File: src/rtl/rtc_bus_sequencer.sv
// RTC register burst sequencer: follows the strobe generator's frames, drives and
// turns around the multiplexed AD bus, and packs read-back bytes into rd_time.
module rtc_bus_sequencer #(
  parameter int         N_REGS    = 6,
  parameter logic [7:0] ADDR_BASE = 8'h21,
  parameter int         TIMEOUT   = 255
) (
  input  logic                clk,
  input  logic                reset,
  input  logic                start_rd,
  input  logic                start_wr,
  input  logic [8*N_REGS-1:0] wr_time,
  input  logic                cs_n,
  input  logic                rd_n,
  input  logic                wr_n,
  input  logic                ad_n,
  input  logic [7:0]          ad_in,
  output logic                rw_mode,
  output logic [7:0]          ad_out,
  output logic                ad_oe,
  output logic [8*N_REGS-1:0] rd_time,
  output logic                busy,
  output logic                done,
  output logic                err
);

  localparam int         IDX_W = (N_REGS > 1) ? $clog2(N_REGS) : 1;
  localparam logic [7:0] TMO   = 8'(TIMEOUT);

  typedef enum logic [2:0] {
    S_IDLE, S_ARM, S_ADDR_W, S_ADDR, S_DATA_W, S_DATA, S_NEXT
  } state_e;

  state_e               state_q, state_d;
  logic [7:0]           wait_q, wait_d;
  logic [IDX_W-1:0]     idx_q, idx_d;
  logic                 rw_mode_q, rw_mode_d;
  logic [7:0]           ad_out_q, ad_out_d;
  logic                 ad_oe_q, ad_oe_d;
  logic [8*N_REGS-1:0]  rd_time_q, rd_time_d;
  logic                 err_q, err_d;
  logic                 done_q, done_d;
  logic [8*N_REGS-1:0]  wdata_q, wdata_d;

  // Strobes: two synchroniser flops plus a third for edge detection.
  logic [2:0] cs_sync_q, rd_sync_q, wr_sync_q;
  logic [1:0] adn_sync_q;
  logic [7:0] adin_s1_q, adin_s2_q;

  always_ff @(posedge clk) begin
    if (reset) begin
      cs_sync_q  <= 3'b111;
      rd_sync_q  <= 3'b111;
      wr_sync_q  <= 3'b111;
      adn_sync_q <= 2'b11;
      adin_s1_q  <= '0;
      adin_s2_q  <= '0;
    end else begin
      cs_sync_q  <= {cs_sync_q[1:0], cs_n};
      rd_sync_q  <= {rd_sync_q[1:0], rd_n};
      wr_sync_q  <= {wr_sync_q[1:0], wr_n};
      adn_sync_q <= {adn_sync_q[0], ad_n};
      adin_s1_q  <= ad_in;
      adin_s2_q  <= adin_s1_q;
    end
  end

  logic cs_hi, cs_fall, cs_rise, rd_rise, wr_rise, strobe_rise, adn_hi;
  assign cs_hi   = cs_sync_q[1];
  assign cs_fall = cs_sync_q[2] & ~cs_sync_q[1];
  assign cs_rise = ~cs_sync_q[2] & cs_sync_q[1];
  assign rd_rise = ~rd_sync_q[2] & rd_sync_q[1];
  assign wr_rise = ~wr_sync_q[2] & wr_sync_q[1];
  assign adn_hi  = adn_sync_q[1];
  // Only the strobe matching the burst mode counts; the other one is ignored.
  assign strobe_rise = rw_mode_q ? rd_rise : wr_rise;

  // NOTE: every _d gets a default first, so no branch can leave one unassigned and infer a latch.
  always_comb begin
    state_d   = state_q;
    wait_d    = '0;
    idx_d     = idx_q;
    rw_mode_d = rw_mode_q;
    ad_out_d  = ad_out_q;
    ad_oe_d   = ad_oe_q;
    rd_time_d = rd_time_q;
    err_d     = err_q;
    done_d    = 1'b0;
    wdata_d   = wdata_q;

    unique case (state_q)
      S_IDLE: if (start_rd || start_wr) begin
        state_d   = S_ARM;
        rw_mode_d = start_rd;
        err_d     = 1'b0;
        idx_d     = '0;
        wdata_d   = wr_time;
      end
      S_ARM: if (cs_hi) begin
        state_d  = S_ADDR_W;
        ad_out_d = ADDR_BASE + 8'(idx_q);
        ad_oe_d  = 1'b1;
      end
      S_ADDR_W: if (cs_fall && !adn_hi) state_d = S_ADDR;
      S_ADDR: if (cs_rise) begin
        state_d = S_DATA_W;
        // Read bursts release the bus here, well before the generator drops rd_n.
        if (rw_mode_q) ad_oe_d  = 1'b0;
        else           ad_out_d = wdata_q[{idx_q, 3'b000} +: 8];
      end
      S_DATA_W: if (cs_fall && adn_hi) state_d = S_DATA;
      S_DATA: begin
        if (rw_mode_q && strobe_rise) rd_time_d[{idx_q, 3'b000} +: 8] = adin_s2_q;
        if (cs_rise) begin
          state_d = S_NEXT;
          ad_oe_d = 1'b0;
        end
      end
      S_NEXT: if (idx_q == IDX_W'(N_REGS - 1)) begin
        state_d = S_IDLE;
        done_d  = 1'b1;
      end else begin
        state_d = S_ARM;
        idx_d   = idx_q + 1'b1;
      end
      default: state_d = S_IDLE;
    endcase

    if (state_q inside {S_ARM, S_ADDR_W, S_ADDR, S_DATA_W, S_DATA} && state_d == state_q) begin
      if (wait_q == TMO) begin
        state_d = S_IDLE;
        err_d   = 1'b1;
        ad_oe_d = 1'b0;
      end else begin
        wait_d = wait_q + 8'd1;
      end
    end
  end

  // NOTE: sequential state is written with <= only, so every flop samples pre-edge values.
  always_ff @(posedge clk) begin
    if (reset) begin
      state_q   <= S_IDLE;
      wait_q    <= '0;
      idx_q     <= '0;
      rw_mode_q <= 1'b0;
      ad_out_q  <= '0;
      ad_oe_q   <= 1'b0;
      rd_time_q <= '0;
      err_q     <= 1'b0;
      done_q    <= 1'b0;
    end else begin
      state_q   <= state_d;
      wait_q    <= wait_d;
      idx_q     <= idx_d;
      rw_mode_q <= rw_mode_d;
      ad_out_q  <= ad_out_d;
      ad_oe_q   <= ad_oe_d;
      rd_time_q <= rd_time_d;
      err_q     <= err_d;
      done_q    <= done_d;
    end
  end

  // NOTE: the write payload is only read after an accept loads it, so it carries no reset.
  always_ff @(posedge clk) wdata_q <= wdata_d;

  assign rw_mode = rw_mode_q;
  assign ad_out  = ad_out_q;
  assign ad_oe   = ad_oe_q;
  assign rd_time = rd_time_q;
  assign busy    = (state_q != S_IDLE);
  assign done    = done_q;
  assign err     = err_q;

endmodule
File: config.mk
export PLATFORM = sky130hd
export DESIGN_NAME = rtc_bus_sequencer
export DESIGN_NICKNAME = d
export VERILOG_FILES = /design/src/rtl/rtc_bus_sequencer.sv
export SDC_FILE = /design/constraint.sdc
export NUM_CORES = 1
export LEC_CHECK = 0
export ABC_AREA = 1
export BUFFER_PORTS_ARGS = -buffer_cell sky130_fd_sc_hd__buf_4
export CAP_MARGIN = 20
export CORE_UTILIZATION = 40
export DETAILED_ROUTE_END_ITERATION = 7
export PLACE_DENSITY = 0.61
export SYNTH_ARGS = -nofsm -noshare
export SYNTH_HDL_FRONTEND = slang
export SYNTH_SLANG_ARGS = --single-unit
export TNS_END_PERCENT = 30
File: constraint.sdc
create_clock -name clk -period 5.1 [get_ports clk]
set_clock_uncertainty 0.2 [all_clocks]
set_input_delay 0.255 -clock clk [delete_from_list [all_inputs] [get_ports clk]]
set_output_delay 0.255 -clock clk [all_outputs]
set_load 0.005 [all_outputs]
==> flow_summary_export.csv, run 1 <==
group,metric,value,unit
yosys,ys_types,43,
power,power_leakage,3.33,nW
layout,leading_cell_type_in_the_layout_fill_and_taps_excluded,"buf_4",
sta,fin_setup_tns,0,ns
floorplan,die-height,122,µm
setup_path,worst_setup_path_startpoint,"idx_q[1]",
global_route,globalRouteTotalUtil,19.9,%
floorplan,io_pins,125,
yosys,synth_top_flop_cell,"dfxtp_1",
clock_network,worst_setup_hold_path_clk_slew,0.06,ns
drt,routed-via-count,4720,
clock_network,clock_sinks,146,
sta,grt_setup_unrepaired,"no",
yosys,yosysWarningCount,0,
clock_network,cts_buffers,17,
drt,drt_first_pass_iters,4,
clock_network,tritoncts_clock_tree,"yes",
yosys,postSynthRegisterBits,146,
setup_path,worstPathRequired,5.21,ns
setup_path,timing.critical_path.to_type,"flop",
clock_network,ctsLongestPathBuffers,2,
setup_path,critical-path-top-delay-family,"adder cells",
layout,final_core_util,56.9,%
drt,antenna_violating_nets_post_route,0,
global_route,antenna_violations_before_repair,0,
sta,hold_violations,0,
global_route,grt_pass1_wl,22000,µm
sta,clock.fmax,306,MHz
global_route,final_global_route_overflow_total,0,
drt,dr.first_iter.drc_count,254,
sta,final.period_utilization,64.0,%
yosys,synth-edff-count,48,
drt,routed_wire_length_per_instance,14.3,µm
drt,wl_met3,769,µm
global_route,grt_pass1_vias,4519,
drt,vias_per_std_cell,4.85,
setup_path,cp.arrival,3.37,ns
setup_path,crit_path_start_kind,"flop",
yosys,synth-seq-area-share,59.2,%
hold_path,hp-class,"in2reg",
clock_network,cts_root_buf,"clkbuf_16",
sta,worstMarginPinSlew,1.00,ns
setup_path,kind_of_critical_path,"reg2reg",
yosys,async_reset_ff_share,0,%
clock_network,clock_insertion_delay_worst_skew,0.42,ns
sta,finalCriticalPeriod,3.26,ns
yosys,synth_nets,670,
drt,route.met2.wl,6820,µm
floorplan,die_w,122,µm
placed_design,place.port_buffers,123,
hold_path,min_from,"reset",
clock_network,postCtsResizedCells,0,
setup_path,crit_chain,"clkinv_1 -> ha_1 -> ha_1 -> nand2_1 -> nor3_4 -> o21ai_0 -> o211a_1",
layout,num_antenna_cells,0,
drt,highest_layer,"met4",
floorplan,initial_core_util,41.3,%
drt,drt_drc_violations_left,0,
layout,most-common-layout-cells,"buf_4, dfxtp_1, nor2_1, inv_1, nand2_1",
floorplan,core_area,13900,µm²
floorplan,die_area,14900,µm²
layout,final_nets,851,
setup_path,timing.critical_path.slowest_stage_cell,"dfxtp_1",
drt,m1WireLength,6040,µm
yosys,netlist_instances,601,
setup_path,critPathMaxFanout,16,
setup_path,r2r-start,"idx_q[1]",
yosys,synth_area,5750,µm²
sta,report.final.slew_viol_count,0,
global_route,grt_max_degree,52,
run,max_cap_violations,0,
sta,slew-limit-headroom,33.1,%
sta,finalSetupViolations,0,
setup_path,worst_path_largest_cell_delay,0.62,ns
run_status,run_status,"finished, final reports clean",
power,power.density,354,nW/µm²
placed_design,routabilityCongestion,0.767,
yosys,post_synth.cell_area_avg,9.57,µm²
layout,layoutNonFillerInstCount,974,
setup_path,crit_top_cell,"ha_1",
floorplan,row_count,43,
setup_path,critical_path.n_buffers_inverters,1,
layout,drive_above_1_share,25.4,%
placed_design,dp_hpwl,9090,µm
drt,wirelength,13900,µm
layout,areaGrowthSynthToFinish,37.9,%
clock_network,ctsHtreeMaxLevel,4,
power,worst_ir_drop_vdd,0.276,mV
placed_design,numPlacedInstances,883,
area by class of cell:
type,instances,area (µm²)
fillers,1182,6000
flip-flops and latches,146,3400
multi-input cells,358,1930
repair buffers,184,1530
clock buffers,20,480
inverters,75,287
well taps,180,225
clock inverters,11,77.6
final timing paths:
| path | to | cells after the start | slack, ns |
|---|---|---|---|
| worst max register to register | rd_time[29] | 7 | 1.84 |
| worst min register to register | adin_s2_q[7] | 2 | 0.20 |
| worst min-delay path | adin_s1_q[1] | 2 | 0.09 |
| worst max-delay path | rd_time[29] | 7 | 1.84 |
through the flow:
| stage | total power (W) | worst slack [ns] | cell area [µm²] | hold slack (ns) |
|---|---|---|---|---|
| 3_3_place_gp | 0.00163 | 1.95 | 6770 | 0.197 |
| 6_report | 0.00280 | 1.84 | 7930 | 0.0905 |
| 5_1_grt | 0.00293 | 1.53 | 7930 | 0.106 |
| 3_5_place_dp | 0.00164 | 1.81 | 6770 | 0.197 |
| 4_1_cts | 0.00284 | 1.73 | 7930 | 0.0763 |
| 2_1_floorplan | 0.00153 | 2.62 | 5750 | 0.154 |
cell families after synthesis:
group           after synthesis  share of synthesized area [%]
buf+inv                      97                           7.33
xor+xnor                      6                          0.914
compound gates              143                           14.7
flops                       146                           59.2
simple gates                204                           16.8
fa+ha+maj                     5                           1.09
timing repair:
action | 4_1_cts | 5_1_grt
buffers inserted | 0 | 0
endpoints found under the hold margin | 60 | 0
hold buffers | 60 | 0
cells in the mapped netlist (all sizes together), types with 4 or more instances:
cell type  count  area [µm²]
dfxtp         98        1960
a31oi          5        31.3
nor2          97         399
o211a          4        40.0
a21oi         47         239
nand2         67         267
nand3         17         128
a211oi        11         123
edfxtp        48        1440
nor3           8        72.6
or2            7        43.8
o21ai         63         315
ha             5        62.6
clkbuf        12        45.0
o22ai          6        37.5
buf           10        90.1
inv           73         274
nand4          8        56.3
report_power, final:
group / leakage [nW] / switching [W] / internal [W]
combinational: 1.80 / 0.000202 / 0.000130
clock: 0.272 / 0.000475 / 0.000678
sequential: 1.26 / 0.0000337 / 0.00129
sequential cells by signal, summed over array words and instances (netlist names):
| name | cells |
|---|---|
| ad_oe | 1 |
| rd_sync_q | 3 |
| cs_sync_q | 3 |
| err | 1 |
| adn_sync_q | 2 |
| wdata_q | 48 |
| rd_time | 48 |
| idx_q | 3 |
| state_q | 3 |
| adin_s1_q | 8 |
| done | 1 |
| rw_mode | 1 |
| ad_out | 8 |
| adin_s2_q | 8 |
| wait_q | 8 |
per-layer routing:
layer  track usage [%]  up-vias
met5                 0        -
met4              8.56        0
met3              5.99       17
met2              33.3      140
met1              23.6     2192
li1                  -     2371
No activity file was read; power rests on OpenSTA's default activity.
==> run 2, diff against run 1 <==
==> constraint.sdc (replaced) <==
create_clock -name clk -period 3.05 [get_ports clk]
set_clock_uncertainty 0.2 [all_clocks]
set_input_delay 0.1525 -clock clk [delete_from_list [all_inputs] [get_ports clk]]
set_output_delay 0.1525 -clock clk [all_outputs]
set_load 0.005 [all_outputs]
==> run 2 against run 1 <==
Sequential share of layout area shrank 0.61 points. Highest routed layer unchanged. First-iteration DRC count grew 28%. Core utilization grew 0.82 points. Via count shrank 0.17%. Fmax grew 36%. Clock power grew 73%. Sequential power grew 67%. Wire length shrank 1.6%. Critical path type unchanged. Global-route usage shrank 0.60 points.
==> flow_summary_export.csv, run 2 (same netlist as run 1, synthesis figures left out) <==
group,metric,value,unit
power,report.power.total,0.00477,W
sta,report.final.slew_viol_count,0,
placed_design,dp_hpwl,9070,µm
power,power_leakage,3.39,nW
layout,register_area,3400,µm²
power,worst_ir_drop_vdd,0.398,mV
floorplan,die-height,122,µm
global_route,grt.met3_usage,5.76,%
sta,finalCriticalPeriod,2.41,ns
sta,grt_setup_unrepaired,"no",
clock_network,clock_insertion_delay_worst_skew,0.42,ns
floorplan,die_w,122,µm
sta,hold_violations,0,
power,power.density,593,nW/µm²
global_route,final_global_route_overflow_total,0,
layout,areaGrowthSynthToFinish,39.9,%
drt,dr.first_iter.drc_count,324,
sta,worstMarginPinSlew,0.965,ns
placed_design,place.port_buffers,123,
global_route,grt_use_met2,32.0,%
clock_network,cts_buffers,17,
drt,antenna_violating_nets_post_route,0,
layout,final_core_util,57.7,%
clock_network,tritoncts_clock_tree,"yes",
global_route,grt_pass1_wl,21500,µm
floorplan,row_count,43,
setup_path,critPathMaxFanout,16,
floorplan,core_area,13900,µm²
placed_design,place_worst_setup_slack,0.678,ns
drt,routed-via-count,4712,
clock_network,ctsLongestPathBuffers,2,
layout,final_nets,863,
floorplan,initial_core_util,41.3,%
layout,drive_above_1_share,25.4,%
run_status,run_status,"finished, final reports clean",
hold_path,hp-class,"in2reg",
sta,finalSetupViolations,0,
global_route,grt_pass1_vias,4510,
layout,multi_input_area,1930,µm²
global_route,antenna_violations_before_repair,0,
drt,routed_wire_length_per_instance,13.9,µm
global_route,global_routing_s_busiest_layer,"met2",
drt,drt_first_pass_iters,5,
clock_network,post_cts_hold_buffer_count,67,
sta,fin_setup_tns,0,ns
global_route,globalRouteTotalUtil,19.3,%
placed_design,routabilityCongestion,0.795,
clock_network,clock_sinks,146,
sta,final.period_utilization,78.9,%
global_route,grt_max_degree,52,
clock_network,post_cts.repair.setup_buffers,0,
clock_network,worst_setup_hold_path_clk_slew,0.06,ns
layout,most-common-layout-cells,"buf_4, dfxtp_1, nor2_1, dlygate4sd3_1, inv_1",
setup_path,cp.arrival,2.51,ns
global_route,fraction_of_met1_tracks_used_by_global_routing,23.6,%
sta,clock.fmax,415,MHz
setup_path,worstPathRequired,3.16,ns
layout,fillerInstances,1163,
clock_network,ctsHtreeMaxLevel,4,
floorplan,die_area,14900,µm²
layout,num_antenna_cells,0,
clock_network,postCtsResizedCells,0,
sta,slew-limit-headroom,35.6,%
clock_network,cts_root_buf,"clkbuf_16",
floorplan,io_pins,125,
layout,leading_cell_type_in_the_layout_fill_and_taps_excluded,"buf_4",
drt,vias_per_std_cell,4.78,
sta,timing.final.ws_setup,0.643,ns
setup_path,crit_path_start_kind,"flop",
setup_path,kind_of_critical_path,"reg2reg",
run,max_cap_violations,0,
drt,wirelength,13700,µm
drt,drt_drc_violations_left,0,
setup_path,timing.critical_path.to_type,"flop",
-- run 2: through the flow --
stage | cell area (µm²) | cells | hold slack (ns)
after floorplan | 5750 | 601 | 0.0514
final | 8040 | 986 | 0.0271
after global placement | 6810 | 888 | 0.131
after CTS | 8040 | 986 | 0.0179
after detailed placement | 6810 | 888 | 0.132
after global routing | 8040 | 986 | 0.0603
-- run 2: worst paths after layout --
check | startpoint | end | slack, ns | cells after the start
worst max-delay path | idx_q[2] | rd_time[27] | 0.64 | 6
worst min-delay path | start_wr | err | 0.03 | 6
worst max register to register | idx_q[2] | rd_time[27] | 0.64 | 6
worst min register to register | adin_s1_q[3] | adin_s2_q[3] | 0.20 | 2
-- run 2: layer usage --
layer / part of all wire, % / wire [µm] / vias up
met4: 1.4 / 195 / 0
met3: 6.6 / 903 / 19
met2: 48 / 6600 / 140
met1: 44 / 5970 / 2153
met5: 0 / 0 / -
li1: - / - / 2400
-- run 2: cell type report --
class                   count  share of cell area, %
flip-flops and latches    146                   42.3
multi-input cells         358                   23.9
clock buffers              22                   5.68
inverters                  75                   3.56
clock inverters             9                   1.34
repair buffers            196                   20.4
well taps                 180                   2.80
-- run 2: power breakdown --
part / switching (W) / internal (W)
logic: 0.000343 / 0.000236
registers: 0.0000519 / 0.00215
clock network: 0.000764 / 0.00122
-- run 2: worst max-delay path, stage by stage (launching register included) --
cell and delay, ns:
dfxtp_1 0.48, inv_2 0.16, ha_1 0.45, nand2_1 0.18, nor3_4 0.50, o21ai_0 0.18, o211a_1 0.15
